===== config.mk =====
export PLATFORM = sky130hd
export DESIGN_NAME = uart_rx_os16
export DESIGN_NICKNAME = d
export VERILOG_FILES = /design/src/rtl/uart_rx_os16.sv
export SDC_FILE = /design/constraint.sdc
export NUM_CORES = 1
export LEC_CHECK = 0
export BUFFER_PORTS_ARGS = -buffer_cell sky130_fd_sc_hd__buf_2
export CAP_MARGIN = 20
export CORE_MARGIN = 2
export CORE_UTILIZATION = 39
export CTS_BUF_LIST = sky130_fd_sc_hd__clkbuf_16
export CTS_CLUSTER_SIZE = 10
export DETAILED_ROUTE_END_ITERATION = 10
export MAX_ROUTING_LAYER = met4
export PLACE_DENSITY = 0.57
export SLEW_MARGIN = 15
export SYNTH_ARGS = -nofsm -noshare
export SYNTH_HDL_FRONTEND = slang
export SYNTH_SLANG_ARGS = --single-unit
export TNS_END_PERCENT = 100

===== constraint.sdc =====
create_clock -name clk -period 2.1 [get_ports clk]
set_clock_uncertainty 0.05 [all_clocks]
set_input_delay 0.42 -clock clk [delete_from_list [all_inputs] [get_ports clk]]
set_output_delay 0.42 -clock clk [all_outputs]
set_load 0.02 [all_outputs]

===== src/rtl/uart_rx_os16.sv =====
// 8N1 oversampling UART receiver (16 baud16_en ticks per bit, mid-bit sampling, glitch/framing checks).
// Latency: rx_valid/rx_data update on the stop-sample tick; no backpressure, an unread byte is overwritten with rx_overrun.
module uart_rx_os16 #(
  parameter int SYNC_STAGES = 2
) (
  input  logic       clk,
  input  logic       rst_n,
  input  logic       baud16_en,
  input  logic       rx_in,
  input  logic       rx_ack,
  output logic [7:0] rx_data,
  output logic       rx_valid,
  output logic       rx_frame_err,
  output logic       rx_overrun,
  output logic       rx_busy
);

  localparam logic [2:0] ST_IDLE  = 3'd0;
  localparam logic [2:0] ST_START = 3'd1;
  localparam logic [2:0] ST_DATA  = 3'd2;
  localparam logic [2:0] ST_STOP  = 3'd3;
  localparam logic [2:0] ST_BREAK = 3'd4;

  logic [SYNC_STAGES-1:0] sync_q;
  logic                   rxs;
  logic [2:0]             state;
  logic [3:0]             tcnt;
  logic [2:0]             bidx;
  logic [7:0]             shreg;
  logic                   stop_tick;
  logic                   good_stop;
  logic                   bad_stop;

  // Synchronizer resets to the idle (mark) level so reset never looks like a start bit.
  always_ff @(posedge clk or negedge rst_n) begin
    if (!rst_n) begin
      sync_q <= '1;
    end else begin
      sync_q <= {sync_q[SYNC_STAGES-2:0], rx_in};
    end
  end

  assign rxs = sync_q[SYNC_STAGES-1];

  assign stop_tick = baud16_en && (state == ST_STOP) && (tcnt == 4'd15);
  assign good_stop = stop_tick && rxs;
  assign bad_stop  = stop_tick && !rxs;

  always_ff @(posedge clk or negedge rst_n) begin
    if (!rst_n) begin
      state <= ST_IDLE;
      tcnt  <= 4'd0;
      bidx  <= 3'd0;
      shreg <= 8'h00;
    end else if (baud16_en) begin
      case (state)
        ST_IDLE: begin
          if (!rxs) begin
            state <= ST_START;
            tcnt  <= 4'd0;
          end
        end
        ST_START: begin
          // Mid start bit: a high line here was only a glitch.
          if (tcnt == 4'd7) begin
            tcnt  <= 4'd0;
            bidx  <= 3'd0;
            state <= rxs ? ST_IDLE : ST_DATA;
          end else begin
            tcnt <= tcnt + 4'd1;
          end
        end
        ST_DATA: begin
          if (tcnt == 4'd15) begin
            shreg[bidx] <= rxs;
            tcnt        <= 4'd0;
            if (bidx == 3'd7) begin
              bidx  <= 3'd0;
              state <= ST_STOP;
            end else begin
              bidx <= bidx + 3'd1;
            end
          end else begin
            tcnt <= tcnt + 4'd1;
          end
        end
        ST_STOP: begin
          if (tcnt == 4'd15) begin
            tcnt  <= 4'd0;
            state <= rxs ? ST_IDLE : ST_BREAK;
          end else begin
            tcnt <= tcnt + 4'd1;
          end
        end
        ST_BREAK: begin
          // Wait for mark so a held-low line is not taken as a new start bit.
          if (rxs) begin
            state <= ST_IDLE;
          end
        end
        default: begin
          state <= ST_IDLE;
          tcnt  <= 4'd0;
          bidx  <= 3'd0;
        end
      endcase
    end
  end

  always_ff @(posedge clk or negedge rst_n) begin
    if (!rst_n) begin
      rx_data      <= 8'h00;
      rx_valid     <= 1'b0;
      rx_frame_err <= 1'b0;
      rx_overrun   <= 1'b0;
    end else begin
      rx_frame_err <= bad_stop;
      rx_overrun   <= good_stop && rx_valid && !rx_ack;
      // A new byte wins over a same-cycle ack, so valid stays set.
      if (good_stop) begin
        rx_data  <= shreg;
        rx_valid <= 1'b1;
      end else if (rx_ack) begin
        rx_valid <= 1'b0;
      end
    end
  end

  assign rx_busy = (state != ST_IDLE);

endmodule


After elaboration in Yosys (flattened, before gate mapping)
Cells that the tools add are included.

Reduce and logical (&&, ||, !) cells: 18. Add/subtract/negate cells: 2. Bitwise logic cells: 2. $lt $le $gt $ge: 2. Mux-type cells: 22. Equality and inequality tests: 13.

Operators by type and width (count): 3-bit two-way mux (10); 4-bit case mux with 4 select lines (1); 3-bit case mux with 5 select lines (1); 4-bit two-way mux (3); 2-bit inequality test, second input constant (5); 3-bit case mux with 3 select lines (1); 8-bit bitwise mux (1); 1-bit logical AND (7); 7-bit AND reduction (1); 3-bit by 2-bit == test with 1-bit output, second input constant (2); 3-bit == test, second input constant (2); 3-bit AND reduction (2); 4-bit by 1-bit adder with 4-bit output, second input constant (1); 4-bit by 3-bit == test with 1-bit output, second input constant (1); 4-bit == test, second input constant (1); 3-bit by 4-bit less-than comparator with 1-bit output, second input constant (1); 4-bit AND reduction (1); 3-bit by 1-bit adder with 3-bit output, second input constant (1); 1-bit demux with 3-bit select (1); 3-bit by 1-bit == test with 1-bit output, second input constant (1); 3-bit by 1-bit >= comparator with 1-bit output, second input constant (1); 3-bit zero test (1); 1-bit two-way mux (3); 3-bit nonzero test (1); other kinds (7) (9).

Flip-flop bits (word level): 31. Logic and storage cells: 68. Output and inout port bits: 12.

Longest topological paths before layout
Gate-level depths: netlist of the first run.

Depth after elaboration: 6. Depth in mapped cells: 6. Gate-level depth less buffers: 5.

Worst setup path before layout of the first run
OpenSTA, ideal clock, no wires.

Path kind: register -> register. From: register tcnt[0]. To: register shreg[3]. Path slack: 0.409 ns. Path buffers: 1. Required time: 1.925 ns. Cell stages (with the launch flop): 7. Arrival: 1.516 ns. Cell sequence: dfrtp_1 > ha_1 > and3_1 > clkbuf_1 > nand2_1 > nor3_2 > mux2_2.

Word-level cells in the longest chain between the ends: 2.

RTL lines: start, declared (RTL line 27) `logic [3:0] tcnt;`; start signal, assigned (RTL line 70) `tcnt <= tcnt + 4'd1;`; start signal, assigned (RTL line 84) `tcnt <= tcnt + 4'd1;`; start signal, assigned (RTL line 92) `tcnt <= tcnt + 4'd1;`; 4-bit == test (RTL line 74) `if (tcnt == 4'd15) begin`; 3-bit AND reduction (no line); end signal, assigned by index (RTL line 75) `shreg[bidx] <= rxs;`; end, declared (RTL line 29) `logic [7:0] shreg;`.

No other way between the ends. A chain may end at the register's enable or synchronous reset.

Worst setup path after layout of the first run
From: register state[0]. To: register shreg[1].

Word-level cells in the longest chain between the ends: 2.

RTL lines: start, declared (RTL line 26) `logic [2:0] state;`; start signal, assigned (RTL line 68) `state <= rxs ? ST_IDLE : ST_DATA;`; start signal, assigned (RTL line 90) `state <= rxs ? ST_IDLE : ST_BREAK;`; 3-bit by 2-bit == test with 1-bit output (RTL line 56) `case (state)`; 3-bit AND reduction (no line).

No other way between the ends.

==> results of run 1 <==
## power breakdown
part | leakage (uW) | total, uW | switching (uW) | internal [uW]
sequential | 0.000411 | 793 | 119 | 674
combinational | 0.000370 | 445 | 249 | 196
clock | 0.0000649 | 675 | 246 | 429
## final timing paths
| path | to | from | slack, ns | cells after the start |
|---|---|---|---|---|
| min in group clk | sync_q[0]$_DFF_PN1_ | rx_in | 0.19 | 1 |
| hold / removal | rx_data[0]$_DFFE_PN0P_ | rst_n | 0.14 | 1 |
| max in group asynchronous | rx_frame_err$_DFF_PN0_ | rst_n | 1.41 | 1 |
| setup reg to reg | shreg[1]$_DFFE_PN0P_ | state[0]$_DFFE_PN0P_ | 0.22 | 4 |
| setup / recovery | shreg[1]$_DFFE_PN0P_ | state[0]$_DFFE_PN0P_ | 0.22 | 4 |
| hold reg to reg | sync_q[1]$_DFF_PN1_ | sync_q[0]$_DFF_PN1_ | 0.30 | 0 |
## critical path: stages (launching register included)
cell and delay, ns:
sky130_fd_sc_hd__dfrtp_1 0.51, sky130_fd_sc_hd__nand2b_2 0.28, sky130_fd_sc_hd__or3_1 0.37, sky130_fd_sc_hd__nor4_2 0.20, sky130_fd_sc_hd__mux2_1 0.35
## through the flow
stage	cell area, um^2	std cells	total power (uW)
6_report	1770	197	1910
3_5_place_dp	1630	189	1250
4_1_cts	1770	197	1930
5_1_grt	1770	197	2040
2_1_floorplan	1510	132	1150
3_3_place_gp	1630	189	1230
## per-layer routing
| metal | up-vias | part of all wire (%) |
|---|---|---|
| met4 | 0 | 2.3 |
| met2 | 22 | 47 |
| met5 | - | 0 |
| met1 | 514 | 47 |
| met3 | 7 | 3.6 |
| li1 | 512 | - |
## sequential cells by signal, indices dropped and copies added, names as in the netlist
signal,cells
rx_data,8
shreg,8
tcnt,4
bidx,3
state,3
sync_q,2
rx_frame_err,1
rx_overrun,1
rx_valid,1
## cell usage after synthesis (2+ instances only)
| master | instances | share of area (%) |
|---|---|---|
| sky130_fd_sc_hd__clkbuf_1 | 2 | 0.50 |
| sky130_fd_sc_hd__dfstp_2 | 2 | 3.5 |
| sky130_fd_sc_hd__nand3_1 | 3 | 0.99 |
| sky130_fd_sc_hd__dfrtp_1 | 29 | 48 |
| sky130_fd_sc_hd__buf_2 | 6 | 2.0 |
| sky130_fd_sc_hd__nand2b_1 | 2 | 0.83 |
| sky130_fd_sc_hd__a31oi_1 | 2 | 0.83 |
| sky130_fd_sc_hd__mux2i_1 | 2 | 1.3 |
| sky130_fd_sc_hd__or3_1 | 2 | 0.83 |
| sky130_fd_sc_hd__mux2_2 | 15 | 11 |
| sky130_fd_sc_hd__nor2_1 | 7 | 1.7 |
| sky130_fd_sc_hd__nor4_2 | 2 | 1.7 |
| sky130_fd_sc_hd__o21ai_0 | 7 | 2.3 |
| sky130_fd_sc_hd__a22o_1 | 2 | 1.2 |
| sky130_fd_sc_hd__nor3_1 | 4 | 1.3 |
| sky130_fd_sc_hd__ha_1 | 3 | 2.5 |
| sky130_fd_sc_hd__nand4_1 | 2 | 0.83 |
| sky130_fd_sc_hd__nor3_2 | 2 | 1.3 |
| sky130_fd_sc_hd__nor3b_1 | 4 | 2.0 |
| sky130_fd_sc_hd__and3b_1 | 2 | 1.2 |
| sky130_fd_sc_hd__mux2_1 | 3 | 2.2 |
| sky130_fd_sc_hd__nand2_1 | 9 | 2.2 |
| sky130_fd_sc_hd__inv_1 | 2 | 0.50 |
## layout by cell type (no fill, tap or decap), drive strengths merged, types with 2 or more instances in the layout
master	count
nor3b	4
buf	18
nor3	6
clkbuf	5
nor2	7
or3	3
dfstp	2
o21ai	7
mux2i	2
nor4	3
ha	3
o31ai	2
and3b	2
a22o	2
clkinv	2
a31oi	2
mux2	18
inv	2
nand2b	3
nand3	4
nand4	2
dfrtp	29
nand2	10
## logic make-up after synthesis
kind of cell | Yosys count | synth area share (%)
AND/OR/NAND/NOR | 48 | 19.6
flip-flops | 31 | 51.4
multiplexers | 20 | 14.7
AO/OA/AOI/OAI | 18 | 8.02
buffers and inverters | 11 | 3.22
adder cells (fa/ha/maj) | 3 | 2.48
XOR/XNOR | 1 | 0.579
## cell type report
type                            instances  area [um^2]  area share [%]
Sequential cell                        31          778            44.0
Multi-Input combinational cell         90          687            38.9
Clock buffer                            5          125            7.08
Timing Repair Buffer                   18         95.1            5.38
Tap cell                               48         60.1            3.40
Clock inverter                          3         15.0           0.849
Inverter                                2         7.51           0.425
==> flow_summary.toml, run 1 <==
[clocking]
cts_tree = "yes"
numClockSinks = 31
tritoncts_buffers = 5
root_buffer = "sky130_fd_sc_hd__clkbuf_16"
postCtsHoldBufs = 0
clk_latency_ns = 0.27
clk_pin_slew_ns = 0.05
cts_resized = 0
clockBufferDepth = 2
ctsHtreeMaxLevel = 2
post_cts.repair.setup_buffers = 0

[sta]
fmaxAchievable_mhz = 531
rsz0062_at_grt = "no"
finalSetupViolations = 0
slew_headroom_pct = 53.8
setup_tns_final_ns = 0
max_slew.worst_pin.slew_ns = 0.693
final_hold_viol_count = 0
final.setup.worst_slack_ns = 0.217
whs_ns = 0.138
minimum_clock_period_ns = 1.88
final_max_slew_viol_count = 0
fin_crit_sh_pct = 89.7

[hold_path]
holdCritPathClass = "input port to asynchronous set/reset pin"

[layout]
drive_gt1_share_pct = 34.2
number_of_inserted_diodes = 0
area_overhead_vs_synth_pct = 16.8
utilization_pct = 47.9
fill_cells = 366
finalNetCount = 156

[critical_path]
worstPathMaxFanout = 14
required_time_of_the_worst_setup_path_ns = 2.20
worstSetupStartpointType = "register"
critical_path.endpoint_type = "register"
setup.worst_path.class = "register to register"
worstPathArrival_ns = 1.99

[grt]
initial_antenna_violation_count = 0
track_usage_pct = 15.3
grt_max_degree = 32
grt-ovfl-total = 0
groute.layer.met3.usage_pct = 3.58
busiest_layer = "met2"
gr-usage-met2_pct = 22.4
grt_pass1_vias = 1030
grt_first_pass_wirelength_um = 4800
globalRouteMet1Util_pct = 19.4

[synth]
synth_async_sr_flop_share_pct = 100
synthCells = 132
synth_top_flop_cell = "sky130_fd_sc_hd__dfrtp_1"
syn_avg_cell_area_um2 = 11.5
synth_seq_area_share_pct = 51.4
mappedNetlistNets = 140
synthesis.yosys.warnings = 0
synth.ff_latch_count = 31
synth-edff-count = 0
mappedNetlistArea_um2 = 1510
ys_types = 41

[outcome]
outcome = "finished, final reports clean"

[detailed_routing]
drt_pass1_iterations = 4
vias = 1055
routedWlPerCell_um = 14.0
vias_per_cell = 5.36
drtAntennaViolNets = 0
route.detailed.drc = 0
dr.first_iter.drc_count = 77
routed_wl_um = 2750

[floorplanning]
die_area_um2 = 4400
fp.dieH_um = 66.3
coreArea_um2 = 3690
floorplan.rows = 22
dieWidth_um = 66.3
floorplan.io_pins = 17
initial_utilization_pct = 41.0

[placed_design]
half_perimeter_wire_length_after_detailed_placement_um = 1850
buffer_ports.inserted = 16
placement.setup.worst_slack_ns = 0.211
globalplace.congestion = 0.833

[pwr]
vdd_ir_drop_max_v = 0.000804
powerDensity_nw_per_um2 = 1080
leakage_power_total_uw = 0.000847

[job]
cap_viol_max_count = 0
(Power assumes the default switching activity.)
==> inputs of run 2 (changes only) <==
--- a/config.mk
+++ b/config.mk
@@ -8,12 +8,12 @@
 export BUFFER_PORTS_ARGS = -buffer_cell sky130_fd_sc_hd__buf_2
 export CAP_MARGIN = 20
 export CORE_MARGIN = 2
-export CORE_UTILIZATION = 39
+export CORE_UTILIZATION = 35
 export CTS_BUF_LIST = sky130_fd_sc_hd__clkbuf_16
 export CTS_CLUSTER_SIZE = 10
 export DETAILED_ROUTE_END_ITERATION = 10
 export MAX_ROUTING_LAYER = met4
-export PLACE_DENSITY = 0.57
+export RECOVER_POWER = 100
 export SLEW_MARGIN = 15
 export SYNTH_ARGS = -nofsm -noshare
 export SYNTH_HDL_FRONTEND = slang
==> run 2 against run 1 <==
Compared with the run above:
- flip-flop and latch count did not move
- highest routed layer unchanged
- die area rose by 11%
- core utilization decreased by 5.1 points
- register-to-register slack worse by 0.10 ns
- the run now ends with capacitance limit, slew limit left
- sequential share of layout area increased by 0.44 points
- non-clock buffer count is the same
- clock power grew 17%
- maximum frequency is 5.0% lower
- critical endpoint is now shreg[0]$_DFFE_PN0P_
- first-iteration DRC count decreased by 61%
- power rose by 5.0%
==> flow_summary.toml, run 2 (synthesized netlist as in run 1, its figures left out) <==
[outcome]
outcome = "finished with violations"
violated_checks = "capacitance limit, slew limit"

[layout]
utilization_pct = 42.8
mostFrequentLayoutCell = "sky130_fd_sc_hd__dfrtp_1"
finalNetCount = 156
number_of_inserted_diodes = 0
drive_gt1_share_pct = 22.1
area_overhead_vs_synth_pct = 15.6
mostFrequentLayoutCells = "29 x sky130_fd_sc_hd__dfrtp_1, 15 x sky130_fd_sc_hd__mux2_2, 14 x sky130_fd_sc_hd__clkbuf_1"
largestRegisters = "rx_data x8, shreg x8, tcnt x4"
fill_cells = 405

[placed_design]
globalplace.congestion = 0.834
buffer_ports.inserted = 16
half_perimeter_wire_length_after_detailed_placement_um = 1950

[pwr]
share_of_total_power_in_sequential_cells_pct = 40.9
switchingPower_uw = 604
power.share.clock_pct = 39.4
cellInternalPower_uw = 1410
vdd_ir_drop_max_v = 0.000767
pwr-share-comb_pct = 19.8
swShare_pct = 30.1
leakage_power_total_uw = 0.000802
powerDensity_nw_per_um2 = 1150

[critical_path]
critPathBufInv = 0
timing.critical_path.slowest_cell_delay_ns = 0.55
worstPathMaxFanout = 12
worstPathArrival_ns = 2.09
critPathSlowestCell = "sky130_fd_sc_hd__dfrtp_1"
setup.worst_path.class = "register to register"
critical_path.endpoint_type = "register"
cp_top_family = "simple AND/OR/NAND/NOR gates"
path_cells = "nand2b_1 -> or3_1 -> nor4_1 -> mux2_1"
worstSetupStartpointType = "register"
required_time_of_the_worst_setup_path_ns = 2.21

[detailed_routing]
routed_wl_um = 2770
drt_pass1_iterations = 4
drtAntennaViolNets = 0
route.detailed.drc = 0
routedWlPerCell_um = 13.9
dr.first_iter.drc_count = 30
vias = 1057
vias_per_cell = 5.31

[floorplanning]
initial_utilization_pct = 37.0
dieWidth_um = 69.8
coreArea_um2 = 4090
floorplan.io_pins = 17
fp.dieH_um = 69.8
floorplan.rows = 23
die_area_um2 = 4870

[sta]
fin_crit_sh_pct = 94.4
slew_headroom_pct = -9.41
setup_tns_final_ns = 0
final_hold_viol_count = 0
minimum_clock_period_ns = 1.98
finalSetupViolations = 0
fmaxAchievable_mhz = 504
final_max_slew_viol_count = 32
rsz0062_at_grt = "no"
max_slew.worst_pin.slew_ns = 1.64

[clocking]
postCtsHoldBufs = 0
root_buffer = "sky130_fd_sc_hd__clkbuf_16"
clk_latency_ns = 0.27
clk_pin_slew_ns = 0.05
cts_tree = "yes"
post_cts.repair.setup_buffers = 0
tritoncts_buffers = 5
cts_resized = 0
numClockSinks = 31
clockBufferDepth = 2
ctsHtreeMaxLevel = 2

[job]
cap_viol_max_count = 1

[grt]
grt_first_pass_wirelength_um = 4940
grt-ovfl-total = 0
grt_max_degree = 32
grt_pass1_vias = 1026
track_usage_pct = 13.6
initial_antenna_violation_count = 0

[hold_path]
holdCritPathClass = "input port to register"
run 2: changes by cell type in the layout (fill, tap and decap cells not counted), sizes merged:
cell,delta
buf,-14
clkbuf,+14
bufinv,+1
clkinvlp,-1
run 2: metal layers:
layer | global-route usage (%) | vias up | share of wire (%)
met5 | - | - | 0
met3 | 5.67 | 6 | 6.3
li1 | - | 506 | -
met1 | 16.7 | 520 | 46
met2 | 19.6 | 25 | 45
met4 | 5.77 | 0 | 1.8
run 2: final cells by class:
class                   instances  area (um^2)  area share [%]
repair buffers                 18         75.1            4.29
clock buffers                   5          125            7.15
well taps                      50         62.6            3.57
flip-flops and latches         31          778            44.5
inverters                       2         7.51           0.429
multi-input cells              90          663            37.9
clock inverters                 3         38.8            2.22
run 2: stage by stage:
stage | setup WS (ns) | std cells | total power [uW] | area [um^2] | hold WS (ns)
floorplan | 0.409 | 132 | 1150 | 1510 | 0.0744
global placement | 0.234 | 191 | 1230 | 1630 | 0.301
detailed placement | 0.210 | 191 | 1250 | 1630 | 0.297
CTS | 0.201 | 199 | 2050 | 1790 | 0.162
global route | 0.0380 | 199 | 2150 | 1750 | 0.189
finish | 0.117 | 199 | 2010 | 1750 | 0.201
run 2: worst reg2reg max path: stages (launching register included):
cell	delay, ns
sky130_fd_sc_hd__dfrtp_1	0.55
sky130_fd_sc_hd__nand2b_1	0.21
sky130_fd_sc_hd__or3_1	0.43
sky130_fd_sc_hd__nor4_1	0.28
sky130_fd_sc_hd__mux2_1	0.35
run 2: final timing paths:
| check | start | endpoint | slack, ns | depth (start not counted) |
|---|---|---|---|---|
| hold reg to reg | sync_q[0]$_DFF_PN1_ | sync_q[1]$_DFF_PN1_ | 0.30 | 0 |
| min in group asynchronous | rst_n | rx_data[5]$_DFFE_PN0P_ | 0.51 | 1 |
| hold / removal | rx_in | sync_q[0]$_DFF_PN1_ | 0.20 | 1 |
| max in group asynchronous | rst_n | bidx[1]$_DFFE_PN0P_ | 0.54 | 1 |
| setup / recovery | state[1]$_DFFE_PN0P_ | shreg[0]$_DFFE_PN0P_ | 0.12 | 4 |
| setup reg to reg | state[1]$_DFFE_PN0P_ | shreg[0]$_DFFE_PN0P_ | 0.12 | 4 |
run 2: power groups by stage:
stage	clock [uW]	combinational [uW]	sequential [uW]
finish	791	397	821
global route	852	451	842
CTS	811	417	822
detailed placement	0	416	833
global placement	0	404	825
floorplan	0	422	726
==> inputs of run 3 (changes only) <==
--- a/config.mk
+++ b/config.mk
@@ -6,12 +6,13 @@
 export NUM_CORES = 1
 export LEC_CHECK = 0
 export BUFFER_PORTS_ARGS = -buffer_cell sky130_fd_sc_hd__buf_2
-export CAP_MARGIN = 20
+export CORE_ASPECT_RATIO = 1.75
 export CORE_MARGIN = 2
 export CORE_UTILIZATION = 35
 export CTS_BUF_LIST = sky130_fd_sc_hd__clkbuf_16
 export CTS_CLUSTER_SIZE = 10
 export DETAILED_ROUTE_END_ITERATION = 10
+export GPL_TIMING_DRIVEN = 0
 export MAX_ROUTING_LAYER = met4
 export RECOVER_POWER = 100
 export SLEW_MARGIN = 15
==> run 3 against run 2 <==
Compared with the run above:
- the run still ends with capacitance limit, slew limit left
- hold slack worse by 0.0024 ns
- flip-flop and latch count stayed put
- core utilization is 0.21 points lower
- critical path type is now register to output port
- critical endpoint is now rx_busy
- highest routed layer unchanged
==> flow_summary.toml, run 3 (synthesized netlist as in run 1, its figures left out) <==
[critical_path]
setup.worst_path.class = "register to output port"
required_time_of_the_worst_setup_path_ns = 1.63
worstPathArrival_ns = 1.50
worstSetupStartpointType = "register"
worstPathMaxFanout = 10
critical_path.endpoint_type = "output port"

[layout]
mostFrequentLayoutCells = "29 x sky130_fd_sc_hd__dfrtp_1, 16 x sky130_fd_sc_hd__clkbuf_1, 15 x sky130_fd_sc_hd__mux2_2"
area_overhead_vs_synth_pct = 16.9
number_of_inserted_diodes = 0
mostFrequentLayoutCell = "sky130_fd_sc_hd__dfrtp_1"
final_area_um2 = 1770
finalNetCount = 163
drive_gt1_share_pct = 25.8
largestRegisters = "rx_data x8, shreg x8, tcnt x4"

[outcome]
violated_checks = "capacitance limit, slew limit"
outcome = "finished with violations"

[clocking]
ctsHtreeMaxLevel = 2
root_buffer = "sky130_fd_sc_hd__clkbuf_16"
postCtsHoldBufs = 0
clk_pin_slew_ns = 0.05
clk_latency_ns = 0.27
tritoncts_buffers = 5
cts_tree = "yes"
post_cts.repair.setup_buffers = 0
clockBufferDepth = 2
cts_resized = 0
numClockSinks = 31

[pwr]
vdd_ir_drop_max_v = 0.000692
powerDensity_nw_per_um2 = 1090
p_total_uw = 1920
leakage_power_total_uw = 0.000809

[sta]
minimum_clock_period_ns = 1.97
setup_tns_final_ns = 0
finalSetupViolations = 0
rsz0062_at_grt = "no"
final_hold_viol_count = 0
fin_crit_sh_pct = 93.7
whs_ns = 0.199
fmaxAchievable_mhz = 508
slew_headroom_pct = -6.40
max_slew.worst_pin.slew_ns = 1.60
final_max_slew_viol_count = 32
final.setup.worst_slack_ns = 0.132

[placed_design]
globalplace.congestion = 0.821
half_perimeter_wire_length_after_detailed_placement_um = 2050
placement.setup.worst_slack_ns = 0.157
buffer_ports.inserted = 16
post_detailed_placement_cell_area_um2 = 1660

[floorplanning]
fp.dieH_um = 91.0
coreArea_um2 = 4150
floorplan.io_pins = 17
initial_utilization_pct = 36.5
floorplan.rows = 31
die_area_um2 = 4890
dieWidth_um = 53.7

[detailed_routing]
routedWlPerCell_um = 13.5
route.detailed.drc = 0
routed_wl_um = 2750
drt_pass1_iterations = 4
dr.first_iter.drc_count = 33
drtAntennaViolNets = 0
vias = 1086
vias_per_cell = 5.32

[grt]
grt_pass1_vias = 1090
track_usage_pct = 14.2
grt_max_degree = 32
initial_antenna_violation_count = 0
grt_first_pass_wirelength_um = 5030
grt-ovfl-total = 0

[job]
cap_viol_max_count = 1

[hold_path]
holdCritPathClass = "input port to register"
run 3: where the power goes:
group          internal [uW]  leakage, uW  switching [uW]
Combinational            212     0.000330             327
Sequential               675     0.000411            60.4
Clock                    423    0.0000671             226
run 3: layer usage:
layer	wire length [um]	GRT usage [%]	part of all wire, %
met2	1460	22.7	53
met4	62	7.05	2.3
met3	89	3.45	3.2
met5	0	-	0
met1	1140	15.9	42
run 3: through the flow:
step                instances  utilization (%)
CTS                       204             43.1
global placement          197             39.9
finish                    204             42.6
detailed placement        197             39.9
global route              204             42.6
floorplan                 132                -
run 3: worst max-delay path, cell delays in order (launching register included):
cell	delay [ns]
sky130_fd_sc_hd__dfrtp_1	0.40
sky130_fd_sc_hd__clkbuf_1	0.23
sky130_fd_sc_hd__or3_1	0.43
sky130_fd_sc_hd__clkbuf_2	0.16
run 3: final timing paths:
kind / slack [ns] / end / cells past startpoint / from
min reg2reg: 0.30 / sync_q[1]$_DFF_PN1_ / 0 / sync_q[0]$_DFF_PN1_
max: 0.13 / rx_busy / 3 / state[0]$_DFFE_PN0P_
min in group asynchronous: 0.50 / rx_valid$_DFFE_PN0P_ / 1 / rst_n
min: 0.20 / sync_q[0]$_DFF_PN1_ / 1 / rx_in
max in group asynchronous: 0.58 / rx_data[5]$_DFFE_PN0P_ / 1 / rst_n
max reg2reg: 0.21 / shreg[3]$_DFFE_PN0P_ / 6 / tcnt[0]$_DFFE_PN0P_
run 3: final cells by class:
type                       instances  area (um^2)
sequential                        31          778
clock inverter                     2         8.76
tap                               49         61.3
timing repair buffer              16         65.1
inverter                           2         7.51
multi-input combinational         90          684
clock buffer                       5          125
buffer                             9         38.8
fill                             408         2380
